==> src/rtl/imem_loader.sv <==
// imem_loader: framed byte-stream boot loader for the instruction memory.
// Frame format: length (16-bit LE word count), payload bytes, then an 8-bit
// additive checksum over the payload. Words are assembled little-endian
// and written at consecutive word-aligned addresses. The CPU stays held
// in reset until a frame has loaded with a good checksum.
module imem_loader #(
    parameter int DEPTH = 1024,
    parameter int CNT_W = 11
) (
    input  logic             clk,
    input  logic             rst_n,
    input  logic             start,
    input  logic             in_valid,
    input  logic [7:0]       in_data,
    output logic             in_ready,
    output logic             mem_we,
    output logic [31:0]      mem_addr,
    output logic [31:0]      mem_wdata,
    output logic             busy,
    output logic             done,
    output logic             err,
    output logic [CNT_W-1:0] words_written,
    output logic             cpu_hold
);

    typedef enum logic [2:0] {
        IDLE, LEN0, LEN1, DATA, CSUM, DONE, ERR
    } state_t;

    state_t state, state_nxt;

    logic [7:0]       len_lo;    // low length byte, held until LEN1
    logic [15:0]      len;       // word count of the current frame
    logic [1:0]       bidx;      // byte lane of the next data byte
    logic [23:0]      wbuf;      // first three bytes of the word in flight
    logic [7:0]       csum;      // running payload checksum
    logic [CNT_W-1:0] wcnt;      // words written so far

    logic        acc;
    logic [15:0] n_len;
    logic        len_bad;
    logic        last_word;

    assign acc       = in_valid && in_ready;
    assign n_len     = {in_data, len_lo};
    // A zero-length frame or one larger than the memory is rejected up front,
    // so the address can never wrap.
    assign len_bad   = (n_len == 16'd0) || ({16'd0, n_len} > 32'(DEPTH));
    assign last_word = (bidx == 2'd3) && ((32'(wcnt) + 32'd1) == {16'd0, len});

    assign words_written = wcnt;

    // State register; reset aborts any frame in progress.
    always_ff @(posedge clk) begin
        if (!rst_n) state <= IDLE;
        else        state <= state_nxt;
    end

    // Next-state logic and state-decoded status outputs.
    always_comb begin
        state_nxt = state;
        in_ready  = 1'b0;
        busy      = 1'b0;
        done      = 1'b0;
        err       = 1'b0;
        cpu_hold  = 1'b1;
        case (state)
            IDLE, DONE, ERR: begin
                done     = (state == DONE);
                err      = (state == ERR);
                cpu_hold = (state != DONE);
                if (start) state_nxt = LEN0;
            end
            LEN0: begin
                in_ready = 1'b1;
                busy     = 1'b1;
                if (acc) state_nxt = LEN1;
            end
            LEN1: begin
                in_ready = 1'b1;
                busy     = 1'b1;
                if (acc) state_nxt = len_bad ? ERR : DATA;
            end
            DATA: begin
                in_ready = 1'b1;
                busy     = 1'b1;
                if (acc && last_word) state_nxt = CSUM;
            end
            CSUM: begin
                in_ready = 1'b1;
                busy     = 1'b1;
                if (acc) state_nxt = (in_data == csum) ? DONE : ERR;
            end
            default: state_nxt = IDLE;
        endcase
    end

    // Datapath: length capture, word assembly, checksum and memory write port.
    always_ff @(posedge clk) begin
        if (!rst_n) begin
            len_lo    <= 8'd0;
            len       <= 16'd0;
            bidx      <= 2'd0;
            wbuf      <= 24'd0;
            csum      <= 8'd0;
            wcnt      <= '0;
            mem_we    <= 1'b0;
            mem_addr  <= 32'd0;
            mem_wdata <= 32'd0;
        end else begin
            mem_we <= 1'b0;
            case (state)
                IDLE, DONE, ERR: begin
                    if (start) wcnt <= '0;
                end
                LEN0: begin
                    if (acc) len_lo <= in_data;
                end
                LEN1: begin
                    if (acc) begin
                        len  <= n_len;
                        csum <= 8'd0;
                        bidx <= 2'd0;
                    end
                end
                DATA: begin
                    if (acc) begin
                        csum <= csum + in_data;
                        bidx <= bidx + 2'd1;
                        case (bidx)
                            2'd0: wbuf[7:0]   <= in_data;
                            2'd1: wbuf[15:8]  <= in_data;
                            2'd2: wbuf[23:16] <= in_data;
                            default: begin
                                mem_we    <= 1'b1;
                                mem_addr  <= 32'({wcnt, 2'b00});
                                mem_wdata <= {in_data, wbuf};
                                wcnt      <= wcnt + CNT_W'(1);
                            end
                        endcase
                    end
                end
                default: ;
            endcase
        end
    end

endmodule
==> config.mk <==
export PLATFORM = sky130hd
export DESIGN_NAME = imem_loader
export DESIGN_NICKNAME = d
export VERILOG_FILES = /design/src/rtl/imem_loader.sv
export SDC_FILE = /design/constraint.sdc
export NUM_CORES = 1
export LEC_CHECK = 0
export CAP_MARGIN = 40
export CORE_UTILIZATION = 54
export CTS_BUF_LIST = sky130_fd_sc_hd__clkbuf_8
export DETAILED_ROUTE_END_ITERATION = 8
export GPL_ROUTABILITY_DRIVEN = 1
export PLACE_DENSITY = 0.81
export SETUP_SLACK_MARGIN = 0.05
export SYNTH_ARGS = -nofsm -noshare
export SYNTH_HDL_FRONTEND = slang
export SYNTH_SLANG_ARGS = --single-unit
==> constraint.sdc <==
create_clock -name clk -period 4.7 [get_ports clk]
set_input_delay 0.705 -clock clk [delete_from_list [all_inputs] [get_ports clk]]
set_output_delay 0.705 -clock clk [all_outputs]
set_load 0.02 [all_outputs]
### Word-level counts from Yosys, hierarchy flattened

Index checks and enable logic that the tools add are counted.

| storage, ports and cells | value |
|---|---|
| input port bits | 12 |
| register bits after elaboration | 116 |
| word-level logic and storage cells | 82 |

| operators by class | value |
|---|---|
| reductions and logical operators | 22 |
| mux-type cells | 23 |
| bitwise logic cells | 1 |
| $lt $le $gt $ge | 1 |
| $add $sub $neg | 4 |
| equal/unequal tests | 19 |

Operators with widths:

| kind | count |
|---|---|
| 11-bit two-way mux | 3 |
| 11-bit one-hot mux with 2 select lines | 1 |
| 3-bit two-way mux | 6 |
| 3-bit AND reduction | 6 |
| 12-bit by 16-bit == test with 1-bit output | 1 |
| 16-bit by 11-bit greater-than comparator with 1-bit output, second input constant | 1 |
| 16-bit zero test | 1 |
| 8-bit two-way mux | 2 |
| 8-bit one-hot mux with 2 select lines | 1 |
| 3-bit one-hot mux with 5 select lines | 1 |
| 2-bit inequality test, second input constant | 7 |
| 11-bit by 1-bit adder with 12-bit output, second input constant | 1 |
| 11-bit by 1-bit adder with 11-bit output, second input constant | 1 |
| 3-bit == test, second input constant | 3 |
| 8-bit adder | 1 |
| 8-bit == test | 1 |
| 3-bit by 2-bit == test with 1-bit output, second input constant | 2 |
| 2-bit two-way mux | 3 |
| 3-bit OR reduction | 2 |
| 1-bit two-way mux | 5 |
| 5-bit AND reduction | 1 |
| 2-bit == test, second input constant | 2 |
| 2-bit one-hot mux with 2 select lines | 1 |
| 2-bit AND reduction | 2 |
| 12 further kinds | 15 |

### Longest topological paths before layout

| depth | value |
|---|---|
| depth in word-level cells | 7 |
| gate-level depth with buffers | 11 |

### Worst setup path after synthesis

Ideal clock, no wire load.

| path | value |
|---|---|
| kind | input port to flip-flop |
| start point | input port in_data[1] |
| end point | register csum[7] |
| arrival | 2.601 ns |
| stages on the path | 9 |
| slack | 2.025 ns |
| setup time | 0.074 ns |
| cells stage by stage | ha_1 a21o_1 a21oi_1 nor2b_1 o21a_1 o41ai_1 xor2_1 or3b_2 a31oi_1 |

| between the ends | value |
|---|---|
| word-level cells in the longest chain between the ends | 3 |

Ends and longest elaborated chain:

| what | RTL line | source |
|---|---|---|
| start, declared | 14 | `input logic [7:0] in_data,` |
| 8-bit adder | 128 | `csum <= csum + in_data;` |
| 8-bit two-way mux | 127 | `if (acc) begin` |
| 8-bit one-hot mux with 2 select lines | 112 | `case (state)` |
| end signal, assigned | 128 |  |
| end, declared | 36 | `logic [7:0] csum;` |

No other way between the ends. The select of a mux whose other input is x is not followed.
A chain may end at the register's enable or synchronous reset.

### Worst setup path in the final report

Ends and elaborated chain as after synthesis.

==> results.yml <==
logic_synthesis:
  synthArstFlopShare: 0
  ys_ff_latch: 116
  ys_types: 61
  seq_area_frac_synth: 0.4322
  ys.flop_type: "dfxtp_1"
  postSynthAreaPerCell_um2: 7.866
  synth_warnings: 0
  syn_inst: 683
  synthesis.area_um2: 5373
  synth_edf_count: 0
cts:
  clkTransAtPathRegs_ns: 0.08
  cts.sinks: 116
  cts_resized: 0
  cts_hold_buffers: 0
  cts.root.buffer_cell: "clkbuf_8"
  cts_buffer_depth: 2
  tritoncts: "built"
  numCtsBuffers: 17
  clock_latency_ns: 0.43
  h-tree-depth: 4
  post_cts_buffers: 0
min_path:
  hp-class: "flop to flop"
routing:
  drc: 1
  wl_per_cell_um: 14.86
  drt-vias-per-instance: 5.572
  vias: 4892
  wirelength_met1_um: 5437
  drt_wl_total_um: 13050
  routed.top_layer: "met4"
  drt_iter0_drc: 295
  route.met2.wl_um: 6525
  firstDrtPassIters: 7
  detail-route-antenna-nets: 0
  dr_wl_met3_um: 810
finish:
  layout_common_cells: "175 x nand2_1, 116 x dfxtp_1, 106 x a21oi_1"
  fillers: 849
  regArea_um2: 2322
  layout_commonest_cell: "nand2_1"
  final_cell_area_um2: 6452
  layout-drive-gt1-share: 0.07517
  final_net_count: 758
  multi_input_area_um2: 2744
  syn2layout_area_growth_pct: 20.10
  n_antenna_cell: 0
sta:
  slew_headroom: 0.4323
  skew_ns: 0.01352
  fmax_ghz: 0.3143
  slew_violations: 0
  min_period_ns: 3.182
  setup_violations: 0
  tns_ns: 0
  rsz0062_at_grt: "no"
  max_slew.worst_pin.slew_ns: 0.8503
  finalHoldViolCount: 0
  post-route-period-util: 0.6770
pwr:
  vdd_drop_max_uv: 268.2
  powerDensity_nw_per_um2: 368.6
  fin_total_pwr_uw: 2378
  leakage_uw: 0.002253
floorplan:
  dieArea_um2: 10350
  die_x_um: 101.7
  ioPinCount: 93
  placementRows: 36
  dieHeight_um: 101.7
  coreArea_um2: 9729
  start_util: 0.5522
global_route:
  grt_use_total: 0.2650
  grt_pass1_vias: 4548
  antenna_found_initial: 0
  grt_max_degree: 65
  grt_overflow: 0
  grt_pass1_wl_um: 21290
run_status:
  violations: "DRC"
  status: "finished with violations"
place:
  io_buffers: 71
  dpl_cell_area_um2: 6050
  gp_congestion: 0.7982
  dp_hpwl_um: 8600
critical_path:
  path_max_fanout: 9
  worstPathRequired_ns: 5.06
  slowest_stage: "clkdlybuf4s50_1"
  cp_cell_sequence: "clkdlybuf4s50_1 > ha_1 > a21o_1 > a21oi_1 > nor2b_1 > o21a_1 > o41ai_1 > xor2_1 > or3b_2 > a31oi_1"
  startpoint_type: "input port"
  cp.arrival_ns: 3.54
  worst_setup_path_end_kind: "flop"
  slowest_delay_ns: 0.71
  path_class: "input port to flop"
flow_run:
  maxCapViolations: 0
-- metal layers --
metal	vias up	GRT usage
met5	-	0
met2	195	0.4595
met4	0	0.1193
li1	2366	-
met3	32	0.04693
met1	2299	0.3200
-- flip-flops by register name, summed over array words and instances (netlist names) --
| signal | count |
|---|---|
| wbuf | 24 |
| mem_addr | 11 |
| len | 16 |
| mem_we | 1 |
| len_lo | 8 |
| words_written | 11 |
| mem_wdata | 32 |
| bidx | 2 |
| csum | 8 |
| state | 3 |
-- path summary, 6_finish.rpt --
kind / start / endpoint / slack, ns / depth (start not counted)
max: in_data[1] / csum[7] / 1.52 / 10
min: wbuf[23] / mem_wdata[23] / 0.45 / 2
min reg2reg: wbuf[23] / mem_wdata[23] / 0.45 / 2
max reg2reg: state[0] / words_written[9] / 2.00 / 7
-- critical path: cells and delay by family --
| kind | cells | cell delay, ns |
|---|---|---|
| XOR/XNOR | 1 | 0.14 |
| buffers and inverters | 1 | 0.71 |
| AO/OA/AOI/OAI | 5 | 1.12 |
| adder cells (fa/ha/maj) | 1 | 0.32 |
| AND/OR/NAND/NOR | 2 | 0.55 |
-- cell type report --
cell class | instances | share of cell area
clock inverter | 15 | 0.02618
timing repair buffer | 79 | 0.1226
sequential | 116 | 0.3599
clock buffer | 17 | 0.03626
tap | 133 | 0.02579
multi-input combinational | 511 | 0.4252
inverter | 7 | 0.004072
-- power by group --
part | switching (uW) | internal [uW]
Sequential | 60.1 | 1010
Combinational | 219 | 148
Clock | 453 | 484
-- kinds of logic after synthesis --
group / after synthesis / share of synthesized area
other cells: 1 / 0.0006980
buf+inv: 76 / 0.07243
fa+ha+maj: 14 / 0.03400
xor+xnor: 21 / 0.03423
mux: 11 / 0.02306
simple gates: 297 / 0.2487
flops: 116 / 0.4322
compound gates: 147 / 0.1546
-- through the flow --
stage | instances | setup WS (ns) | util | hold slack, ns
global route | 878 | 1.414 | 0.6632 | 0.4737
finish | 878 | 1.518 | 0.6632 | 0.4528
CTS | 878 | 1.554 | 0.6632 | 0.4539
floorplan | 703 | 2.025 | - | 0.4321
global placement | 843 | 1.249 | 0.6174 | 0.4400
detailed placement | 846 | 1.107 | 0.6218 | 0.4476
-- cell usage after synthesis, types with 2 or more instances --
cell type	number	area, um^2
nand3b_1	5	37.54
a211oi_1	2	15.01
and3_1	4	25.02
mux2i_1	9	90.09
a31oi_1	2	12.51
nand2_1	175	656.9
buf_4	22	165.2
nor2_1	34	127.6
nand4b_1	2	17.52
buf_2	11	55.05
dfxtp_1	116	2322
buf_1	2	7.510
nor3_1	10	50.05
and2_1	2	12.51
clkbuf_1	33	123.9
a21o_1	4	30.03
a21oi_2	2	17.52
o21a_1	2	15.01
nand3_1	35	175.2
nand4_1	2	12.51
and4_1	2	17.52
o21ai_0	13	65.06
a22oi_1	3	22.52
nor4b_1	2	17.52
xor2_1	9	78.83
nand2b_1	4	25.02
inv_1	5	18.77
ha_1	13	162.7
xnor2_1	12	105.1
a21oi_1	106	530.5
nor4_1	6	37.54
nor2b_1	5	31.28
(Power assumes the default switching activity.)
==> RTL edit 1, RTL diff (config.mk and constraints unchanged) <==
The 7 states of `state_t` get a Gray code encoding in 3 bits.
--- a/src/rtl/imem_loader.sv
+++ b/src/rtl/imem_loader.sv
@@ -24,7 +24,7 @@
 );
 
     typedef enum logic [2:0] {
-        IDLE, LEN0, LEN1, DATA, CSUM, DONE, ERR
+        IDLE = 3'b000, LEN0 = 3'b001, LEN1 = 3'b011, DATA = 3'b010, CSUM = 3'b110, DONE = 3'b111, ERR = 3'b101
     } state_t;
 
     state_t state, state_nxt;
Formal check against the unedited RTL: same outputs for any inputs over 4 cycles, from zero or initial values and one cycle with rst_n low; so few cycles prove little.
==> RTL edit 1 against the original RTL <==
Synthesized area is 0.58% higher. Wire length is 0.68% higher. Global-route usage shrank 0.53 points. Power decreased by 12%. Fmax grew 7.0%. Hold slack got worse by 1.5 ps. Worst setup slack improved by 210 ps. Sequential cell count unchanged. Final area about the same.
==> RTL edit 1: results (changes against the original RTL) <==
Status
  – Status: finished, final reports clean

Yosys
  – Most frequent cells after synthesis: 160 x nand2_1, 116 x dfxtp_1, 113 x a21oi_1, 36 x nor2_1, 34 x clkbuf_1
  – Count of cell types in the netlist: 56 (-8.2%)
  – Sequential area share after synthesis: 0.4297 (-0.002502)
  – Post-synthesis adder-cell area fraction: 0.03380 (-0.0001968)
  – Post-synthesis compound-gate area fraction: 0.1574 (+0.002809)
  – Main area contributors after synthesis: dfxtp_1 43%, nand2_1 11%, a21oi_1 10%
  – Mux cell area share after synthesis: 0.02038 (-0.002680)
  – Xor/xnor share of the synthesized area: 0.03079 (-0.003440)
  – Post-synth top area share: 0.4297 (-0.002502)

Detailed routing
  – DRT iter0 DRCs: 329 (+12%)
  – Met2 routed WL: 6.225 mm (-4.6%)
  – Via count: 4,935 (+0.88%)
  – M1 wire length: 5.604 mm (+3.1%)
  – First-pass detailed-route iteration total: 5 (-2)

STA
  – Worst-Margin Slew: 782.2 ps (-68.19 ps)
  – Clk_skew: 10.24 ps (-3.282 ps)

Placed design
  – Placed Area: 6085 um2 (+0.58%)
  – Routability cong.: 0.8588 (+7.6%)
  – DP Worst Slack: 1445 ps (+338.0 ps)
  – HPWL after DPL: 8.832 mm (+2.7%)

Setup path
  – Crit path DAT: 3340 ps (-200 ps)
  – Crit Path Max Fanout: 20 (+11)

Cells and area
  – Nets: 760 (+0.26%)
  – Layout cells sized above 1: 0.07363 (-0.001540)

Pwr
  – Leakage: 2.272 nW (+0.86%)
  – Max VDD drop: 0.1733 mV (-35%)

Global route
  – Total global-route track usage: 0.2597 (-0.005260)
  – Largest net degree at the start of global routing: 56 (-14%)
[RTL edit 1: per-layer routing]
layer	vias to the layer above	track usage
met4	0	0.1297
met3	37	0.05882
met1	2297	0.3223
met5	-	0
li1	2377	-
met2	224	0.4249
[RTL edit 1: critical path: stages (launching register included)]
cell,delay (ps)
dfxtp_1,580
nor2b_1,370
nand2_1,450
nor2_2,290
and2_1,600
buf_4,360
nand2_1,110
a21oi_1,150
[RTL edit 1: worst paths after layout]
check / start / end / slack [ps] / depth (start not counted)
setup / recovery: state[1]$_SDFFE_PN0P_ / mem_wdata[9]$_SDFFE_PN0P_ / 1720 / 7
hold / removal: wbuf[22]$_SDFFE_PN0P_ / mem_wdata[22]$_SDFFE_PN0P_ / 450 / 2
setup reg to reg: state[1]$_SDFFE_PN0P_ / mem_wdata[9]$_SDFFE_PN0P_ / 1720 / 7
hold reg to reg: wbuf[22]$_SDFFE_PN0P_ / mem_wdata[22]$_SDFFE_PN0P_ / 450 / 2
[RTL edit 1: layout make-up]
cell class                      count  area share
Inverter                            9    0.005235
Tap cell                          133     0.02579
Timing Repair Buffer               82      0.1264
Clock buffer                       17     0.03625
Multi-Input combinational cell    508      0.4256
Sequential cell                   116      0.3598
Clock inverter                     15     0.02094
[RTL edit 1: cells by family (layout without fill, tap and decap cells)]
group | Yosys count | after routing
and+or+nand+nor | 292 | 292
AOI/OAI and AO/OA | 151 | 151
DFF | 116 | 116
buffers and inverters | 79 | 123
xor gates and xnor gates | 19 | 19
adders and majority gates | 14 | 14
muxes | 11 | 11
other | 1 | 21
[RTL edit 1: metrics by stage]
stage                     cells    util  total power, W
after global placement      845  0.6220        0.001242
final                       880  0.6633        0.002087
after floorplan             703       -        0.001203
after CTS                   880  0.6633        0.002094
after global routing        880  0.6633        0.002165
after detailed placement    848  0.6254        0.001252
==> RTL edit 2, RTL diff (same settings) <==
Without the edit above. `CNT_W`: 11 -> 13.
--- a/src/rtl/imem_loader.sv
+++ b/src/rtl/imem_loader.sv
@@ -5,7 +5,7 @@
 // in reset until a frame has loaded with a good checksum.
 module imem_loader #(
     parameter int DEPTH = 1024,
-    parameter int CNT_W = 11
+    parameter int CNT_W = 13
 ) (
     input  logic             clk,
     input  logic             rst_n,
Interface: changed (resized words_written); port bits go from 93 to 95. No check against the original RTL was run, so the function may have changed too.
==> RTL edit 2 against the original RTL <==
Wire length up 6.7%. First-iteration DRC count up 36%. Register-to-register slack better by 70 ps. Sequential cell count up 4. Power up 9.4%. Final area up 4.1%. Worst setup slack worse by 13 ps. Synthesized area up 4.4%. Critical path type is now flip-flop to primary output. Largest cell class unchanged. Largest power group unchanged.
==> RTL edit 2: results (changes against the original RTL) <==
Status
  – Status: finished, final reports clean

STA
  – Slew Limit Headroom: 0.3924 (-0.03994)

Setup path
  – R2r endpoint: state[0]$_SDFFE_PN0P_
  – CP Launch Point: state[0]$_SDFFE_PN0P_
  – Crit Path Max Fanout: 26 (+17)
  – Worst Setup EP: in_ready
  – Crit path DAT: 2490 ps (-1050 ps)
  – R2r worst-path depth: 6 (-1)

Pwr
  – Max VDD drop: 0.2385 mV (-11%)

Yosys
  – Post-Syn Instances: 724 (+6.0%)
  – Mux cell area share after synthesis: 0.007136 (-0.01592)
  – Count of cell types in the netlist: 57 (-6.6%)
  – Xor/xnor share of the synthesized area: 0.04371 (+0.009477)
  – Sequential area share after synthesis: 0.4282 (-0.004042)
  – Post-synthesis adder-cell area fraction: 0.03256 (-0.001441)

Cells and area
  – Non-Filler Instances: 914 (+4.1%)
  – Final Instance Area: 6720 um2 (+4.1%)
  – Fillers: 796 (-6.2%)
  – Multi-In Gates: 540 (+5.7%)
  – # clk buffers: 18 (+1)
  – Clk tree area frac: 0.06628 (+0.003843)
  – Layout cells sized above 1: 0.06658 (-0.008586)
  – Nets: 794 (+4.7%)

Detailed routing
  – Vias per Instance: 5.616 (+0.79%)
  – DRT iter0 DRCs: 402 (+36%)
  – DRT Wirelength: 13.92 mm (+6.7%)

Global route
  – Grt met1 use: 0.3313 (+0.01137)
  – First-pass GRT wire length: 23.18 mm (+8.9%)
  – Met2 usage: 0.4419 (-0.01755)
  – Vias in the first global route: 4,855 (+6.8%)

Clock network
  – Clock sink total: 120 (+3.4%)

Placed design
  – IO buf count: 75 (+5.6%)
  – Placed Instances: 882 (+4.3%)
  – Routability cong.: 0.9400 (+18%)
  – Placed Area: 6275 um2 (+3.7%)
==> RTL edit 2: report_power, final <==
part	total [W]	leakage (nW)	switching, W	internal, W
Clock	0.00103	0.219	0.000439	0.000595
Combinational	0.000449	1.21	0.000275	0.000174
Sequential	0.00112	0.967	0.0000670	0.00105
==> RTL edit 2: per-layer routing <==
layer	vias to the layer above	share of wire
met5	-	0
met4	0	0.021
met3	30	0.069
met2	208	0.49
met1	2396	0.42
li1	2499	-
==> RTL edit 2: cell families (layout without fill, tap and decap cells) <==
logic type	Yosys count	after routing
AND/OR/NAND/NOR	306	306
AO/OA/AOI/OAI	169	169
XOR/XNOR	28	28
other	1	19
multiplexers	4	4
adder cells (fa/ha/maj)	14	14
flip-flops	120	120
buffers and inverters	82	121
==> RTL edit 2: worst min path at each step <==
stage | startpoint | endpoint | slack, ps | cells after the start
finish | wbuf[19]$_SDFFE_PN0P_ | mem_wdata[19]$_SDFFE_PN0P_ | 450 | 2
global route | mem_wdata[20]$_SDFFE_PN0P_ | mem_wdata[20]$_SDFFE_PN0P_ | 470 | 2
floorplan | wbuf[0]$_SDFFE_PN0P_ | mem_wdata[0]$_SDFFE_PN0P_ | 430 | 2
detailed placement | wbuf[15]$_SDFFE_PN0P_ | wbuf[15]$_SDFFE_PN0P_ | 450 | 2
global placement | mem_addr[5]$_SDFFE_PN0P_ | mem_addr[5]$_SDFFE_PN0P_ | 440 | 2
CTS | wbuf[19]$_SDFFE_PN0P_ | mem_wdata[19]$_SDFFE_PN0P_ | 460 | 2
==> RTL edit 2: worst max-delay path: stages, from the launching register on <==
cell             delay (ps)
dfxtp_1                 850
nor2_1                  220
xnor2_1                 320
clkdlybuf4s50_1         660
